`src/rtl/mem_access_stage.sv`:
```
// Memory-access stage: turns the execute result into a data-memory req/ack
// transaction (loads/stores) or a direct writeback (everything else), and
// presents one registered writeback pulse per instruction.
// Optional build macro: MISALIGN_TRAP_EN (trap misaligned H/W accesses).
module mem_access_stage #(
  parameter int unsigned MEM_TIMEOUT = 255
) (
  input  logic        CLK,
  input  logic        RST,
  input  logic        in_valid,
  output logic        in_ready,
  input  logic        is_load,
  input  logic        is_store,
  input  logic [2:0]  funct3,
  input  logic [31:0] alu_result,
  input  logic [31:0] store_data,
  input  logic [4:0]  rd_in,
  input  logic        reg_write_in,
  output logic        mem_req,
  output logic        mem_we,
  output logic [31:0] mem_addr,
  output logic [31:0] mem_wdata,
  output logic [3:0]  mem_wstrb,
  input  logic        mem_ack,
  input  logic [31:0] mem_rdata,
  output logic        wb_valid,
  output logic [31:0] wb_data,
  output logic [4:0]  wb_rd,
  output logic        wb_reg_write,
  output logic        wb_err
);

  localparam int unsigned XLEN  = 32;
  localparam int unsigned CNT_W = 16;

  typedef enum logic [0:0] {ST_IDLE = 1'b0, ST_WAIT = 1'b1} state_t;

  state_t           state_q, state_d;
  logic [CNT_W-1:0] tmo_cnt_q, tmo_cnt_d;

  logic             accept, mem_op, illegal, misalign, fault, issue, timeout_hit;
  logic [1:0]       a;
  logic [3:0]       wstrb_c;
  logic [XLEN-1:0]  wdata_c;
  logic [XLEN-1:0]  load_val;
  logic [7:0]       byte_sel;
  logic [15:0]      half_sel;

  // Context of the outstanding access, captured at issue
  logic             pend_load, pend_load_d;
  logic [2:0]       pend_f3, pend_f3_d;
  logic [1:0]       pend_a, pend_a_d;
  logic [4:0]       pend_rd, pend_rd_d;
  logic             pend_rw, pend_rw_d;

  // Next values of the registered outputs
  logic             mem_req_d, mem_we_d;
  logic [XLEN-1:0]  mem_addr_d, mem_wdata_d;
  logic [3:0]       mem_wstrb_d;
  logic             wb_valid_d, wb_reg_write_d, wb_err_d;
  logic [XLEN-1:0]  wb_data_d;
  logic [4:0]       wb_rd_d;

  assign in_ready    = (state_q == ST_IDLE);
  assign accept      = in_valid & in_ready;
  assign mem_op      = is_load | is_store;
  assign a           = alu_result[1:0];
  assign fault       = illegal | misalign;
  assign issue       = accept & mem_op & ~fault;
  assign timeout_hit = (tmo_cnt_q == CNT_W'(MEM_TIMEOUT - 1));

  // Access legality: a load wins when both load and store are flagged
  always_comb begin
    illegal = 1'b0;
    if (is_load) begin
      case (funct3)
        3'b000, 3'b001, 3'b010, 3'b100, 3'b101: illegal = 1'b0;
        default:                                illegal = 1'b1;
      endcase
    end else if (is_store) begin
      case (funct3)
        3'b000, 3'b001, 3'b010: illegal = 1'b0;
        default:                illegal = 1'b1;
      endcase
    end
  end

  // Misaligned halfword/word accesses either trap or are silently aligned
  always_comb begin
`ifdef MISALIGN_TRAP_EN
    misalign = mem_op & (((funct3[1:0] == 2'b01) & a[0]) |
                         ((funct3[1:0] == 2'b10) & (a != 2'b00)));
`else
    misalign = 1'b0;
`endif
  end

  // Store lane strobes and lane-replicated write data
  always_comb begin
    wstrb_c = 4'b0000;
    wdata_c = '0;
    if (!is_load) begin
      case (funct3[1:0])
        2'b00: begin
          wstrb_c = 4'b0001 << a;
          wdata_c = {4{store_data[7:0]}};
        end
        2'b01: begin
          wstrb_c = 4'b0011 << {a[1], 1'b0};
          wdata_c = {2{store_data[15:0]}};
        end
        2'b10: begin
          wstrb_c = 4'b1111;
          wdata_c = store_data;
        end
        default: begin
          wstrb_c = 4'b0000;
          wdata_c = '0;
        end
      endcase
    end
  end

  // Load lane extraction with sign/zero extension
  always_comb begin
    case (pend_a)
      2'b00:   byte_sel = mem_rdata[7:0];
      2'b01:   byte_sel = mem_rdata[15:8];
      2'b10:   byte_sel = mem_rdata[23:16];
      default: byte_sel = mem_rdata[31:24];
    endcase
    half_sel = pend_a[1] ? mem_rdata[31:16] : mem_rdata[15:0];
    case (pend_f3)
      3'b000:  load_val = {{24{byte_sel[7]}}, byte_sel};
      3'b001:  load_val = {{16{half_sel[15]}}, half_sel};
      3'b100:  load_val = {24'd0, byte_sel};
      3'b101:  load_val = {16'd0, half_sel};
      default: load_val = mem_rdata;
    endcase
  end

  // State register and wait-cycle counter
  always_ff @(posedge CLK) begin
    if (RST) begin
      state_q   <= ST_IDLE;
      tmo_cnt_q <= '0;
    end else begin
      state_q   <= state_d;
      tmo_cnt_q <= tmo_cnt_d;
    end
  end

  // Next state: leave WAIT on ack or when the wait budget runs out
  always_comb begin
    state_d   = state_q;
    tmo_cnt_d = '0;
    case (state_q)
      ST_IDLE: begin
        if (issue) state_d = ST_WAIT;
      end
      ST_WAIT: begin
        if (mem_ack || timeout_hit) state_d = ST_IDLE;
        else                        tmo_cnt_d = tmo_cnt_q + CNT_W'(1);
      end
      default: state_d = ST_IDLE;
    endcase
  end

  // Output decode: next values of bus, writeback and pending-context registers
  always_comb begin
    mem_req_d      = mem_req;
    mem_we_d       = mem_we;
    mem_addr_d     = mem_addr;
    mem_wdata_d    = mem_wdata;
    mem_wstrb_d    = mem_wstrb;
    wb_valid_d     = 1'b0;
    wb_data_d      = wb_data;
    wb_rd_d        = wb_rd;
    wb_reg_write_d = wb_reg_write;
    wb_err_d       = wb_err;
    pend_load_d    = pend_load;
    pend_f3_d      = pend_f3;
    pend_a_d       = pend_a;
    pend_rd_d      = pend_rd;
    pend_rw_d      = pend_rw;
    case (state_q)
      ST_IDLE: begin
        if (accept && !mem_op) begin
          wb_valid_d     = 1'b1;
          wb_data_d      = alu_result;
          wb_rd_d        = rd_in;
          wb_reg_write_d = reg_write_in;
          wb_err_d       = 1'b0;
        end else if (accept && fault) begin
          wb_valid_d     = 1'b1;
          wb_data_d      = '0;
          wb_rd_d        = rd_in;
          wb_reg_write_d = 1'b0;
          wb_err_d       = 1'b1;
        end else if (issue) begin
          mem_req_d   = 1'b1;
          mem_we_d    = ~is_load;
          mem_addr_d  = {alu_result[31:2], 2'b00};
          mem_wdata_d = wdata_c;
          mem_wstrb_d = wstrb_c;
          pend_load_d = is_load;
          pend_f3_d   = funct3;
          pend_a_d    = a;
          pend_rd_d   = rd_in;
          pend_rw_d   = reg_write_in;
        end
      end
      ST_WAIT: begin
        if (mem_ack) begin
          mem_req_d      = 1'b0;
          wb_valid_d     = 1'b1;
          wb_rd_d        = pend_rd;
          wb_err_d       = 1'b0;
          wb_data_d      = pend_load ? load_val : '0;
          wb_reg_write_d = pend_load & pend_rw;
        end else if (timeout_hit) begin
          mem_req_d      = 1'b0;
          wb_valid_d     = 1'b1;
          wb_rd_d        = pend_rd;
          wb_err_d       = 1'b1;
          wb_data_d      = '0;
          wb_reg_write_d = 1'b0;
        end
      end
      default: mem_req_d = 1'b0;
    endcase
  end

  // Output and pending-context registers
  always_ff @(posedge CLK) begin
    if (RST) begin
      mem_req      <= 1'b0;
      mem_we       <= 1'b0;
      mem_addr     <= '0;
      mem_wdata    <= '0;
      mem_wstrb    <= '0;
      wb_valid     <= 1'b0;
      wb_data      <= '0;
      wb_rd        <= '0;
      wb_reg_write <= 1'b0;
      wb_err       <= 1'b0;
      pend_load    <= 1'b0;
      pend_f3      <= '0;
      pend_a       <= '0;
      pend_rd      <= '0;
      pend_rw      <= 1'b0;
    end else begin
      mem_req      <= mem_req_d;
      mem_we       <= mem_we_d;
      mem_addr     <= mem_addr_d;
      mem_wdata    <= mem_wdata_d;
      mem_wstrb    <= mem_wstrb_d;
      wb_valid     <= wb_valid_d;
      wb_data      <= wb_data_d;
      wb_rd        <= wb_rd_d;
      wb_reg_write <= wb_reg_write_d;
      wb_err       <= wb_err_d;
      pend_load    <= pend_load_d;
      pend_f3      <= pend_f3_d;
      pend_a       <= pend_a_d;
      pend_rd      <= pend_rd_d;
      pend_rw      <= pend_rw_d;
    end
  end

endmodule

```
`config.mk`:
```
export PLATFORM = sky130hd
export DESIGN_NAME = mem_access_stage
export DESIGN_NICKNAME = d
export VERILOG_FILES = /design/src/rtl/mem_access_stage.sv
export SDC_FILE = /design/constraint.sdc
export NUM_CORES = 1
export LEC_CHECK = 0
export BUFFER_PORTS_ARGS = -buffer_cell sky130_fd_sc_hd__buf_2
export CAP_MARGIN = 20
export CORE_ASPECT_RATIO = 0.75
export CORE_MARGIN = 2
export CORE_UTILIZATION = 54
export DETAILED_ROUTE_END_ITERATION = 12
export PLACE_DENSITY_LB_ADDON = 0.08
export REMOVE_ABC_BUFFERS = 1
export SLEW_MARGIN = 20
export SYNTH_ARGS = -nofsm -noshare
export SYNTH_HDL_FRONTEND = slang
export SYNTH_SLANG_ARGS = --single-unit
```
`constraint.sdc`:
```
create_clock -name CLK -period 4.5 [get_ports CLK]
set_clock_uncertainty 0.2 [all_clocks]
set_input_delay 0.225 -clock CLK [delete_from_list [all_inputs] [get_ports CLK]]
set_output_delay 0.225 -clock CLK [all_outputs]
set_load 0.05 [all_outputs]
```
Word-level counts from Yosys, hierarchy flattened
Cells that the tools add are included.

cells by class
  $add $sub $neg = 1
  equal/unequal tests = 17
  shift-type cells = 2
  muxes and demuxes = 45
  bitwise operators = 10
  reductions and logical operators = 14

operators with widths
  operator               count
  $mux 32                6
  $pmux 32 s4            1
  $pmux 32 s3            1
  $pmux 32 s2            1
  $pmux 8 s3             1
  $mux 1                 22
  $mux 5                 4
  $add 16x1->16 const B  1
  $eq 16x8->1 const B    1
  $mux 16                1
  $eq 3x3->1 const B     4
  $pmux 4 s3             1
  $pmux 1 s2             5
  $pmux 5 s2             1
  $reduce_and 4->1       2
  $eq 3x1->1 const B     2
  $logic_not 3->1        2
  $reduce_or 3->1        2
  $not 1->1              5
  $reduce_or 5->1        1
  $and 1x1->1            4
  $eq 2x1->1 const B     2
  $eq 2x2->1 const B     2
  $logic_not 2->1        2
  13 further kinds       15

storage, ports and cells
  register bits after elaboration = 137
  input bits = 111
  output and inout bits = 111
  logic and storage cells = 106

Longest topological paths before layout
  depth after elaboration = 11
  mapped depth = 8
  depth with buffers taken out = 6

Worst setup path after synthesis
Ideal clock, no wire load.

  kind = register -> register
  start point = register tmo_cnt_q[0]
  end point = register tmo_cnt_q[10]
  setup time = 0.064 ns
  arrival = 1.686 ns
  data required time = 4.236 ns
  setup slack = 2.550 ns
  stages on the path, launching flop included = 9
  buffers on the path = 2
  period minus slack after synthesis = 1.950 ns
  path through = dfxtp_1 > inv_1 > ha_1 > and4b_4 > and2_1 > or4_1 > buf_6 > buf_8 > nor2_1

on the way
  longest elaborated chain between the ends = 3
  elaborated cells between the ends (all ways) = 4
  classes of those cells = add/sub (1); eq/ne (1); reduce/logical (2)

ends and longest elaborated chain
  what                                                                   RTL line  RTL
  start: declaration                                                     39        logic [CNT_W-1:0] tmo_cnt_q, tmo_cnt_d;
  start signal: assignment                                               149       tmo_cnt_q <= tmo_cnt_d;
  parallel branches: the longest is 3 deep, another holds $add 16x1->16  -

Parallel ways; which one is timed is not known.
A chain may end at the register's enable or synchronous reset.

Final worst setup path
  start point = register state_q
  end point = register pend_rd[1]

on the way
  longest elaborated chain between the ends = 5
  elaborated cells between the ends (all ways) = 9
  classes of those cells = bitwise (6); reduce/logical (3)

ends and longest elaborated chain
  what                                       RTL line  RTL
  start: declaration                         38        state_t state_q, state_d;
  start signal: assignment                   148       state_q <= state_d;
  $not 1->1 (no source line) (*)             -
  $and 1x1->1                                65        assign accept = in_valid & in_ready;
  $and 1x1->1, or another cell as far along  69        assign issue = accept & mem_op & ~fault;
  $and 1x1->1 or $not 1->1 (tied branches)   -
  $reduce_and 4->1 (no source line) (*)      -
  end signal: assignment                     266       pend_rd <= pend_rd_d;
  end: declaration                           53        logic [4:0] pend_rd, pend_rd_d;

Mark *: on every way between the ends. The rest lies on a longest branch, timed or not.

==> out/metrics.json <==
{
  "worstPathCellList": {"value": "nand2b_1, nor2_4, buf_4, nand2_1, a21oi_1, dlygate4sd3_1"},
  "cts_tree": {"value": "built"},
  "drv_cap": {"value": 0},
  "fin_crit_sh": {"value": 0.695},
  "post_synth_inst_count": {"value": 774},
  "post_place_setup_slack": {"value": 1590, "unit": "ps"},
  "avgViaCountPerCell": {"value": 5.84},
  "cts.clk_slew.worst_paths": {"value": 60, "unit": "ps"},
  "synth_area": {"value": 6260, "unit": "um2"},
  "i_o_pin_count": {"value": 222},
  "global_route_wire_length_before_repair": {"value": 31.5, "unit": "mm"},
  "cts_hold_buffers": {"value": 55},
  "die_width": {"value": 128, "unit": "um"},
  "worst-endpoint-required": {"value": 4650, "unit": "ps"},
  "num-nets-final": {"value": 1118},
  "clk_root_buffer_cell": {"value": "clkbuf_16"},
  "worst_setup_path_end_kind": {"value": "flip-flop"},
  "synth_top_cells_by_area": {"value": "dfxtp_1 44%, a21oi_1 9.9%, nand2_1 8.4%"},
  "post_route_cells_drive_above_1_share": {"value": 0.265},
  "synth_top_area_frac": {"value": 0.438},
  "cts_sinks": {"value": 137},
  "initial_utilization": {"value": 0.547},
  "grt_antenna_before_repair": {"value": 0},
  "max_slew.worst_pin.slew": {"value": 994, "unit": "ps"},
  "path_class": {"value": "reg2reg"},
  "finalSetupTns": {"value": 0, "unit": "ps"},
  "first_pass_iters": {"value": 5},
  "filler_cell_count": {"value": 864},
  "number_of_design_rule_violations_left_after_detail_routing": {"value": 0},
  "cts-buffers-inserted": {"value": 17},
  "synth-main-ff-cell": {"value": "dfxtp_1"},
  "finalWirelength": {"value": 19.8, "unit": "mm"},
  "rows": {"value": 34},
  "synth_largest_area_cell": {"value": "dfxtp_1"},
  "htree_num_levels": {"value": 4},
  "cts_buffer_depth": {"value": 2},
  "dpl.hpwl": {"value": 12.9, "unit": "mm"},
  "layout.cells.most_common": {"value": "buf_2"},
  "synthesis.area_per_instance": {"value": 8.09, "unit": "um2"},
  "critical-path-slowest-cell": {"value": "nor2_4"},
  "hp-class": {"value": "in2reg"},
  "place.gp.congestion": {"value": 0.880},
  "leakagePower": {"value": 3.44, "unit": "nW"},
  "n_antenna_cell": {"value": 0},
  "final_antenna_net_count": {"value": 0},
  "wire_per_inst": {"value": 17.0, "unit": "um"},
  "irDropWorstVdd": {"value": 0.333, "unit": "mV"},
  "syn_to_final_growth": {"value": 35.9, "unit": "%"},
  "critPathMaxStageDelay": {"value": 780, "unit": "ps"},
  "combined_global_route_utilization_of_all_metal_layers": {"value": 0.310},
  "finalSetupViolCount": {"value": 0},
  "synth_seq_area_share": {"value": 0.438},
  "placement.io_buffers": {"value": 219},
  "grt_pass1_vias": {"value": 6460},
  "drt_iter0_drc": {"value": 545},
  "min_period": {"value": 3130, "unit": "ps"},
  "report.final.slew_viol_count": {"value": 0},
  "crit_fanout": {"value": 42},
  "vias": {"value": 6776},
  "core_area": {"value": 11400, "unit": "um2"},
  "cellPowerDensity": {"value": 415, "unit": "nW/um2"},
  "timing.critical_path.max_delay_family": {"value": "simple AND/OR/NAND/NOR gates"},
  "grt-ovfl-total": {"value": 0},
  "cts_resized": {"value": 0},
  "die_y": {"value": 97.3, "unit": "um"},
  "post-route-worst-setup-slack": {"value": 1370, "unit": "ps"},
  "ys.warnings.count": {"value": 0},
  "timing.critical_path.arrival": {"value": 3280, "unit": "ps"},
  "critical_path.startpoint_type": {"value": "flip-flop"},
  "result_of_the_run": {"value": "completed"},
  "ffs_latches_synth": {"value": 137},
  "insertion_delay": {"value": 410, "unit": "ps"},
  "synth.lib_cells_used.distinct": {"value": 54},
  "slew_margin_rel": {"value": 0.336},
  "cts_post_setup_buffers_inserted": {"value": 0},
  "achievable-frequency": {"value": 320, "unit": "MHz"},
  "rsz0062_at_grt": {"value": "false"},
  "synth_async_sr_flop_share": {"value": 0},
  "timing_hold_violations_final": {"value": 0},
  "layout.cells.most_common_list": {"value": "218 x buf_2, 140 x nand2_1, 137 x dfxtp_1, 124 x a21oi_1, 55 x dlygate4sd3_1"},
  "die-area": {"value": 12500, "unit": "um2"},
  "critical_path_buf_inv_count": {"value": 2},
  "synth-edff-count": {"value": 0},
  "maximum_number_of_pins_on_one_net_before_global_route_repair": {"value": 110}
}
worst paths after layout:
path / start / endpoint / cells past startpoint / slack (ps)
worst max-delay path: state_q / pend_rd[1] / 6 / 1370
worst min-delay path: store_data[19] / mem_wdata[19] / 4 / 5
worst max register to register: state_q / pend_rd[1] / 6 / 1370
worst min register to register: mem_wdata[3] / mem_wdata[3] / 2 / 250
per-stage QoR:
step / utilization / instance area, um2 / power, W / instances / hold WS (ps)
6_report: 0.744 / 8510 / 0.00353 / 1160 / 4.67
5_1_grt: 0.744 / 8510 / 0.00364 / 1160 / 13.5
4_1_cts: 0.743 / 8510 / 0.00352 / 1160 / 1.17
3_5_place_dp: 0.636 / 7280 / 0.00189 / 1075 / 245
3_3_place_gp: 0.636 / 7280 / 0.00187 / 1075 / 237
2_1_floorplan: - / 5950 / 0.00169 / 707 / 89.6
where the power goes:
group,switching (W),internal [W],leakage [nW]
clock network,0.000528,0.00109,0.326
logic,0.000406,0.000193,2.00
registers,0.0000400,0.00127,1.12
total,0.000975,0.00255,3.44
cell type report:
type	count	area [um2]	share of cell area
multi-input cells	561	3190	0.374
flip-flops and latches	137	2740	0.322
repair buffers	279	1690	0.199
clock buffers	18	429	0.0504
clock inverters	12	249	0.0293
well taps	144	180	0.0212
inverters	9	33.8	0.00397
worst min-delay path: cells and delay by family:
kind / cells / cell delay (ps)
AOI/OAI and AO/OA: 2 / 150
buffers and inverters: 1 / 100
and+or+nand+nor: 1 / 100
cells by family (layout without fill, tap and decap cells):
kind of cell    Yosys count  in the layout  share of synthesized area
simple gates            286            286                      0.216
xor+xnor                 14             14                     0.0196
other cells               1              2                   0.000599
flops                   137            137                      0.438
compound gates          241            241                      0.239
mux                      16             16                     0.0264
fa+ha+maj                 2              2                    0.00399
buf+inv                  77            318                     0.0565
per-layer routing:
metal / global-route usage / routed length (um)
met5: 0 / 0
met4: 0.0938 / 371
met3: 0.0765 / 1620
met2: 0.492 / 9050
met1: 0.417 / 8730
registers in the layout (all words and copies together) (netlist names), 2 cells and up:
| signal | count |
|---|---|
| pend_a | 2 |
| wb_rd | 5 |
| mem_addr | 30 |
| mem_wstrb | 4 |
| mem_wdata | 32 |
| pend_rd | 5 |
| pend_f3 | 3 |
| wb_data | 32 |
| tmo_cnt_q | 16 |
cell usage after synthesis (2+ instances only):
cell type / instances
nand3b_1: 22
mux2_2: 4
nand2_1: 140
xor2_1: 9
inv_1: 9
xnor2_1: 5
mux2i_1: 12
nand4_1: 2
a211oi_2: 2
nand2b_1: 6
o2bb2ai_1: 2
a21oi_1: 124
o2bb2a_1: 5
nand3_1: 22
clkbuf_1: 44
o22ai_1: 8
dfxtp_1: 137
nor4_1: 3
nor3_1: 34
nor2b_1: 13
or3_1: 10
ha_1: 2
o221ai_1: 5
buf_2: 16
a22oi_1: 25
nor2_1: 25
and4_1: 2
o21ai_0: 22
a2bb2oi_1: 9
buf_4: 3
buf_6: 3
a211oi_1: 27
No activity file was read; power rests on OpenSTA's default activity.
